[src/rtl/param_register_file_if.sv]
// Bus bundle for param_register_file: write port, read port, clear, output mask and status.
// The master drives the strobes and operands; the slave returns read data and entry status.
interface param_register_file_if #(
  parameter int WIDTH  = 8,
  parameter int ADDR_W = 2
);
  localparam int DEPTH = 2 ** ADDR_W;

  logic              WrEn;
  logic [ADDR_W-1:0] WrAddr;
  logic [WIDTH-1:0]  WrData;
  logic [1:0]        WrMode;
  logic              RdEn;
  logic [ADDR_W-1:0] RdAddr;
  logic              OutEn;
  logic              ClrEn;
  logic [WIDTH-1:0]  RdData;
  logic              RdValid;
  logic [DEPTH-1:0]  EntryValid;

  modport master (
    output WrEn, WrAddr, WrData, WrMode, RdEn, RdAddr, OutEn, ClrEn,
    input  RdData, RdValid, EntryValid
  );

  modport slave (
    input  WrEn, WrAddr, WrData, WrMode, RdEn, RdAddr, OutEn, ClrEn,
    output RdData, RdValid, EntryValid
  );
endinterface

[src/rtl/param_register_file.sv]
// Register file with read-modify-write write port, registered read port with
// same-cycle write bypass, bulk clear, per-entry valid flags and an output mask.
module param_register_file #(
  parameter int               WIDTH     = 8,
  parameter int               ADDR_W    = 2,
  parameter logic [WIDTH-1:0] RESET_VAL = '0
) (
  input logic                    Clock,
  input logic                    Reset,
  param_register_file_if.slave   bus
);
  localparam int DEPTH = 2 ** ADDR_W;

  function automatic logic [WIDTH-1:0] rmw(input logic [WIDTH-1:0] old_val,
                                           input logic [WIDTH-1:0] operand,
                                           input logic [1:0]       mode);
    logic [WIDTH-1:0] res;
    case (mode)
      2'b00:   res = operand;
      2'b01:   res = old_val & operand;
      2'b10:   res = old_val | operand;
      default: res = old_val ^ operand;
    endcase
    return res;
  endfunction

  logic [DEPTH-1:0][WIDTH-1:0] entries;
  logic [WIDTH-1:0]            wr_result;
  logic                        write_ok;

  // Clear has priority over a write issued in the same cycle.
  assign write_ok  = bus.WrEn && !bus.ClrEn;
  assign wr_result = rmw(entries[bus.WrAddr], bus.WrData, bus.WrMode);

  for (genvar gi = 0; gi < DEPTH; gi++) begin : g_entry
    logic [WIDTH-1:0] entry_q;
    logic [WIDTH-1:0] entry_d;

    always_comb begin
      entry_d = entry_q;
      if (bus.ClrEn) begin
        entry_d = RESET_VAL;
      end else if (write_ok && (bus.WrAddr == ADDR_W'(gi))) begin
        entry_d = wr_result;
      end
    end

    always_ff @(posedge Clock) begin
      if (Reset) begin
        entry_q <= RESET_VAL;
      end else begin
        entry_q <= entry_d;
      end
    end

    assign entries[gi] = entry_q;
  end

  logic [WIDTH-1:0] rd_q, rd_d;
  logic             rd_valid_q, rd_valid_d;
  logic [DEPTH-1:0] entry_valid_q, entry_valid_d;
  logic [WIDTH-1:0] rd_source;

  // The read observes the entry as it will be after this edge's update.
  always_comb begin
    rd_source = entries[bus.RdAddr];
    if (bus.ClrEn) begin
      rd_source = RESET_VAL;
    end else if (write_ok && (bus.WrAddr == bus.RdAddr)) begin
      rd_source = wr_result;
    end
  end

  always_comb begin
    rd_d          = rd_q;
    rd_valid_d    = 1'b0;
    entry_valid_d = entry_valid_q;
    if (bus.RdEn) begin
      rd_d       = rd_source;
      rd_valid_d = 1'b1;
    end
    if (bus.ClrEn) begin
      entry_valid_d = '0;
    end else if (write_ok) begin
      entry_valid_d[bus.WrAddr] = 1'b1;
    end
  end

  always_ff @(posedge Clock) begin
    if (Reset) begin
      rd_q          <= '0;
      rd_valid_q    <= 1'b0;
      entry_valid_q <= '0;
    end else begin
      rd_q          <= rd_d;
      rd_valid_q    <= rd_valid_d;
      entry_valid_q <= entry_valid_d;
    end
  end

  assign bus.RdData     = bus.OutEn ? rd_q : '0;
  assign bus.RdValid    = rd_valid_q;
  assign bus.EntryValid = entry_valid_q;
endmodule

[src/flat_wrapper.sv]
// flat-port wrapper written by rule: the top's interface ports become plain ports
module param_register_file_flat 
#(
  parameter int               WIDTH     = 8,
  parameter int               ADDR_W    = 2,
  parameter logic [WIDTH-1:0] RESET_VAL = '0
)
  (Clock, Reset, bus_WrEn, bus_WrAddr, bus_WrData, bus_WrMode, bus_RdEn, bus_RdAddr, bus_OutEn, bus_ClrEn, bus_RdData, bus_RdValid, bus_EntryValid);
  param_register_file_if #(.WIDTH(WIDTH), .ADDR_W(ADDR_W)) bus_i ();
  input logic Clock;
  input logic Reset;
  input wire logic [$bits(bus_i.WrEn)-1:0] bus_WrEn;
  input wire logic [$bits(bus_i.WrAddr)-1:0] bus_WrAddr;
  input wire logic [$bits(bus_i.WrData)-1:0] bus_WrData;
  input wire logic [$bits(bus_i.WrMode)-1:0] bus_WrMode;
  input wire logic [$bits(bus_i.RdEn)-1:0] bus_RdEn;
  input wire logic [$bits(bus_i.RdAddr)-1:0] bus_RdAddr;
  input wire logic [$bits(bus_i.OutEn)-1:0] bus_OutEn;
  input wire logic [$bits(bus_i.ClrEn)-1:0] bus_ClrEn;
  output wire logic [$bits(bus_i.RdData)-1:0] bus_RdData;
  output wire logic [$bits(bus_i.RdValid)-1:0] bus_RdValid;
  output wire logic [$bits(bus_i.EntryValid)-1:0] bus_EntryValid;
  assign bus_i.WrEn = bus_WrEn;
  assign bus_i.WrAddr = bus_WrAddr;
  assign bus_i.WrData = bus_WrData;
  assign bus_i.WrMode = bus_WrMode;
  assign bus_i.RdEn = bus_RdEn;
  assign bus_i.RdAddr = bus_RdAddr;
  assign bus_i.OutEn = bus_OutEn;
  assign bus_i.ClrEn = bus_ClrEn;
  assign bus_RdData = bus_i.RdData;
  assign bus_RdValid = bus_i.RdValid;
  assign bus_EntryValid = bus_i.EntryValid;
  param_register_file #(.WIDTH(WIDTH), .ADDR_W(ADDR_W), .RESET_VAL(RESET_VAL)) u_core (.Clock(Clock), .Reset(Reset), .bus(bus_i));
endmodule
[config.mk]
export PLATFORM = sky130hd
export DESIGN_NAME = param_register_file_flat
export DESIGN_NICKNAME = d
export VERILOG_FILES = /design/src/rtl/param_register_file_if.sv /design/src/rtl/param_register_file.sv /design/src/flat_wrapper.sv
export SDC_FILE = /design/constraint.sdc
export NUM_CORES = 1
export LEC_CHECK = 0
export CAP_MARGIN = 20
export CORE_MARGIN = 2
export CORE_UTILIZATION = 60
export DETAILED_ROUTE_END_ITERATION = 6
export GPL_TIMING_DRIVEN = 0
export PLACE_DENSITY = 0.83
export SLEW_MARGIN = 25
export SYNTH_ARGS = -nofsm -noshare
export SYNTH_HDL_FRONTEND = slang
export SYNTH_SLANG_ARGS = --single-unit
[constraint.sdc]
create_clock -name Clock -period 5.7 [get_ports Clock]
set_clock_uncertainty 0.05 [all_clocks]
set_input_delay 1.14 -clock Clock [delete_from_list [all_inputs] [get_ports Clock]]
set_output_delay 1.14 -clock Clock [all_outputs]
set_load 0.05 [all_outputs]
Yosys cells after proc, flatten, opt, wreduce, memory -nomap -nowiden

Cells that the tools add are included.

$add $sub $neg: 0
Multipliers: 0
Div/mod/pow operators: 0
Magnitude comparators: 3
Equality and inequality tests: 6
Shift-type cells: 0
Muxes and demuxes: 11
Bitwise operators: 4
Reductions and logical operators: 11

Operators by type and width:

| operator                                                               | number |
|---|---|
| 8-bit 2-to-1 mux                                                       | 5 |
| 8-bit binary-select mux with 2-bit select                              | 2 |
| 8-bit case mux with 3 select lines                                     | 1 |
| 8-bit bitwise AND                                                      | 1 |
| 8-bit OR                                                               | 1 |
| 8-bit bitwise XOR                                                      | 1 |
| 1-bit logical AND                                                      | 7 |
| 2-bit == test (second input constant)                                  | 3 |
| 2-bit by 3-bit < comparator with 1-bit output (second input constant)  | 2 |
| 2-bit by 1-bit == test with 1-bit output (second input constant)       | 2 |
| 2-bit zero test                                                        | 2 |
| 4-bit OR                                                               | 1 |
| 1-bit demux with 2-bit select                                          | 1 |
| 2-bit == test                                                          | 1 |
| 2-bit by 1-bit >= comparator with 1-bit output (second input constant) | 1 |
| 1-bit 2-to-1 mux                                                       | 2 |
| 2-bit OR reduction                                                     | 1 |
| 1-bit zero test                                                        | 1 |

Flip-flop bits (word level): 45
Latch bits: 0
RAM bits: 0
ROM bits: 0
Bits of input ports: 20
Output and inout port bits: 13
Logic and storage cells: 42
Memories kept: 0

Depth between registers and ports, before layout

Depth after elaboration: 6
Mapped depth: 9
Gate-level depth less buffers: 7

Worst setup path after synthesis

No wires, ideal clock.

Kind: input -> register
Start: input bus_WrAddr[0]
End: register u_core.rd_q[4]
Arrival time: 2746 ps
Required time: 5528 ps
Path slack: 2781 ps
Stages on the path: 7
Path buffers: 1
Path through: buf_6 > mux4_2 > inv_1 > ha_1 > mux4_2 > mux2i_1 > o21ai_1

Word-level cells in the longest chain between the ends: 6
Elaborated cells between the ends (all ways): 10
Classes of those cells: 1 x eq/ne; 5 x mux; 3 x bitwise; 1 x reduce/logical

RTL lines:

| what                                            | line                      | source |
|---|---|---|
| start, declared                                 | flat_wrapper.sv:13        | `input wire logic [$bits(bus_i.WrAddr)-1:0] bus_WrAddr;` |
| 8-bit binary-select mux with 2-bit select       | param_register_file.sv:33 | `assign wr_result = rmw(entries[bus.WrAddr], bus.WrData, bus.WrMode);` |
| 8-bit 2-to-1 mux (not written as such)          | param_register_file.sv:33 |  |
| 8-bit bitwise XOR, or another cell as far along | param_register_file.sv:22 | `default: res = old_val ^ operand;` |
| 8-bit case mux with 3 select lines              | param_register_file.sv:18 | `case (mode)` |
| 8-bit 2-to-1 mux (*)                            | param_register_file.sv:69 | `end else if (write_ok && (bus.WrAddr == bus.RdAddr)) begin` |
| 8-bit 2-to-1 mux (*)                            | param_register_file.sv:67 | `if (bus.ClrEn) begin` |
| end signal, assigned                            | param_register_file.sv:95 | `rd_q <= rd_d;` |
| end, declared                                   | param_register_file.sv:59 | `logic [WIDTH-1:0] rd_q, rd_d;` |

Every way passes the cells marked *; elsewhere a longest branch is shown, timed or not. The select of a mux whose other input is x is not followed.
A chain may end at the register's enable or synchronous reset.

Final worst setup path

Start: input bus_OutEn
End: output bus_RdData[5]

Word-level cells in the longest chain between the ends: 1

RTL lines:

| what             | line                       | source |
|---|---|---|
| start, declared  | flat_wrapper.sv:18         | `input wire logic [$bits(bus_i.OutEn)-1:0] bus_OutEn;` |
| 8-bit 2-to-1 mux | param_register_file.sv:101 | `assign bus.RdData = bus.OutEn ? rd_q : '0;` |
| end, declared    | flat_wrapper.sv:20         | `output wire logic [$bits(bus_i.RdData)-1:0] bus_RdData;` |

Every way passes these cells.

==> results.tsv <==
metric	value	unit
outcome	complete, no violations	
pin_count	33	
mostFrequentLayoutCell	sky130_fd_sc_hd__nand2_1	
wl_per_cell	16.9	microns
utilization	0.714	
synthCells	278	
cts.sink_count	45	
crit_path_top_delay_cell	sky130_fd_sc_hd__clkdlybuf4s50_1	
post_synth_num_cell_types	27	
drt_iter0_markers	107	
path_common_cell	sky130_fd_sc_hd__clkdlybuf4s50_1	
met1Wirelength	2.34	mm
cts-root-buf	sky130_fd_sc_hd__clkbuf_8	
viasPerCell	5.81	
timing.hold.ws	395	ps
cts_htree_levels	2	
drc	0	
multi_input_logic_area	0.00154	sq mm
synthesis.area	0.00266	sq mm
worst_r2r_startpoint	u_core.g_entry[3].entry_q[3]	
layout-drive-gt1-share	0.151	
first_pass_grt_wire_length	10.2	mm
hold_path_end	u_core.rd_q[4]	
total_met2_wirelength_after_detailed_routing	3.12	mm
clock_tree.buffer_depth	2	
final_nets	347	
highest_layer	met4	
routed-via-count	2116	
timing.fmax	0.260	GHz
largest_net_degree_at_the_start_of_global_routing	14	
max_slew.worst_pin.slew	575	ps
final_period_utilization	0.674	
cts_tree	yes	
hold_viol	0	
synth_seq_area_share	0.339	
grt_util_all_layers	0.266	
grt_antenna_before_repair	0	
first_global_vias	2085	
seqCellArea	901	sq um
n_fill_cell	354	
antenna_cells	0	
holdPathStages	2	
path_class	in -> out	
report.final.slew_viol_count	0	
endpoint_type_of_the_worst_setup_path	output port	
synth.ff_latch_count	45	
fp.dieH	70.6	microns
worst_setup_path_start_kind	input pin	
area_growth_from_synthesis_to_final_layout	16.0	%
layout.cells.most_common_list	73 x sky130_fd_sc_hd__nand2_1, 45 x sky130_fd_sc_hd__dfxtp_1, 32 x sky130_fd_sc_hd__a21oi_1, 26 x sky130_fd_sc_hd__clkdlybuf4s50_1, 24 x sky130_fd_sc_hd__inv_1	
fp.dieW	70.6	microns
cts_post_setup_buffers_inserted	0	
die_footprint	0.00498	sq mm
fin_setup_tns	0	ps
critical_path_peak_fanout	8	
dr_wl_met3	566	microns
powerDensity	205	mW/mm^2
number_of_buffers_created_by_cts	5	
count_of_warnings_emitted_by_yosys	0	
slew-limit-headroom	0.617	
cts_resized	0	
port_buffers	26	
finalSetupViolCount	0	
finalWirelength	6.16	mm
syn_avg_cell_area	9.57	sq um
hold_path_class	reg -> reg	
max-cap-violations	0	
final_cell_area	0.00309	sq mm
setup.reg_to_reg.worst_slack	3540	ps
floorplan.core_area	0.00432	sq mm
dp.final_hpwl	4.41	mm
clock_latency	310	ps
gpl.final_weighted_congestion	0.854	
preCtsSetupSlack	1830	ps
min_setup_slack_post_route	1860	ps
cts_hold_buffers	0	
clock_period_minus_final_worst_setup_slack	3840	ps
postRouteAntennaNets	0	
drtPass1Iterations	4	
initial_standard_cell_utilization_of_the_core	0.615	
reg2reg_depth	6	
cp.arrival	2650	ps
cp_cell_sequence	clkdlybuf4s50_1 -> and2_1 -> clkdlybuf4s50_1	
placed_area	0.00299	sq mm
critical-path-max-stage-delay	800	ps
power_leakage	1.17	nW
grt-ovfl-total	0	
vdd.ir_drop.worst	190	uV
cts.clk_slew.worst_paths	80	ps
regToRegEndpoint	u_core.rd_q[3]	
required_time_of_the_worst_setup_path	4510	ps
fp-row-count	24	
synth.net_count	314	
rsz0062_at_grt	false	
min_from	u_core.rd_q[4]	
## critical path, delay by kind of cell
kind	cells	cell delay, ps
buffers and inverters	2	1360
and+or+nand+nor	1	150
## layer usage
layer / track usage / vias up
met5: 0 / -
met4: 0.113 / 0
met3: 0.0484 / 12
met2: 0.470 / 93
met1: 0.320 / 1003
li1: - / 1008
## sequential cells by signal, summed over array words and instances, names as in the netlist
signal	cells
u_core.bus.EntryValid	4
u_core.g_entry.entry_q	32
u_core.bus.RdValid	1
u_core.rd_q	8
## kinds of logic after synthesis
logic type	Yosys count	share of synthesized area
adder cells (fa/ha/maj)	16	0.0753
buffers and inverters	39	0.0823
AND/OR/NAND/NOR	104	0.187
AO/OA/AOI/OAI	40	0.0753
multiplexers	32	0.235
XOR/XNOR	2	0.00659
flip-flops	45	0.339
## synthesized netlist by cell type
| library cell | number | share of area |
|---|---|---|
| sky130_fd_sc_hd__nand2_1 | 73 | 0.10 |
| sky130_fd_sc_hd__dfxtp_1 | 45 | 0.34 |
| sky130_fd_sc_hd__a21oi_1 | 32 | 0.060 |
| sky130_fd_sc_hd__inv_1 | 24 | 0.034 |
| sky130_fd_sc_hd__mux4_2 | 23 | 0.19 |
| sky130_fd_sc_hd__ha_1 | 16 | 0.075 |
| sky130_fd_sc_hd__nor2_1 | 10 | 0.014 |
| sky130_fd_sc_hd__and2_1 | 8 | 0.019 |
| sky130_fd_sc_hd__mux2i_1 | 8 | 0.030 |
| sky130_fd_sc_hd__o21ai_1 | 8 | 0.015 |
| sky130_fd_sc_hd__buf_6 | 7 | 0.030 |
| sky130_fd_sc_hd__clkbuf_1 | 4 | 0.0056 |
| sky130_fd_sc_hd__buf_4 | 2 | 0.0056 |
| sky130_fd_sc_hd__nand3b_1 | 2 | 0.0056 |
| sky130_fd_sc_hd__nor2b_1 | 2 | 0.0047 |
| sky130_fd_sc_hd__nor3b_4 | 2 | 0.014 |
| sky130_fd_sc_hd__xnor2_1 | 2 | 0.0066 |
| sky130_fd_sc_hd__and3_1 | 1 | 0.0024 |
| sky130_fd_sc_hd__buf_2 | 1 | 0.0019 |
| sky130_fd_sc_hd__buf_8 | 1 | 0.0056 |
| sky130_fd_sc_hd__mux4_1 | 1 | 0.0099 |
| sky130_fd_sc_hd__nand2b_4 | 1 | 0.0052 |
| sky130_fd_sc_hd__nand3_1 | 1 | 0.0019 |
| sky130_fd_sc_hd__nand3_4 | 1 | 0.0066 |
| sky130_fd_sc_hd__nor3_4 | 1 | 0.0061 |
| sky130_fd_sc_hd__or2_1 | 1 | 0.0024 |
| sky130_fd_sc_hd__or3_1 | 1 | 0.0024 |
## how the worst max path moves through the flow
stage | end | slack, ps | startpoint | depth (start not counted)
after detailed placement | bus_RdData[5] | 1830 | bus_OutEn | 3
after global routing | bus_RdData[2] | 1780 | bus_OutEn | 3
after CTS | bus_RdData[5] | 1830 | bus_OutEn | 3
after floorplan | u_core.rd_q[4] | 2780 | bus_WrAddr[0] | 7
after global placement | bus_RdData[7] | 1860 | bus_OutEn | 3
final | bus_RdData[5] | 1860 | bus_OutEn | 3
## per-stage QoR
| step | instances | total power, W |
|---|---|---|
| after floorplan | 278 | 0.000388 |
| after global placement | 356 | 0.000415 |
| after detailed placement | 356 | 0.000418 |
| after CTS | 364 | 0.000636 |
| after global routing | 364 | 0.000651 |
| final | 364 | 0.000632 |
## power by group
part / total (W) / leakage [nW] / internal, W / switching (W)
Clock: 0.000222 / 0.0542 / 0.000110 / 0.000112
Combinational: 0.0000923 / 0.756 / 0.0000411 / 0.0000512
Sequential: 0.000319 / 0.363 / 0.000317 / 0.00000166
## layout make-up
type / instances / share of cell area
well taps: 52 / 0.0211
repair buffers: 26 / 0.0843
multi-input cells: 194 / 0.499
plain buffers: 15 / 0.0418
clock buffers: 7 / 0.0312
clock inverters: 1 / 0.00162
flip-flops and latches: 45 / 0.292
inverters: 24 / 0.0292
Note: power is estimated with default switching activity, not from simulation.
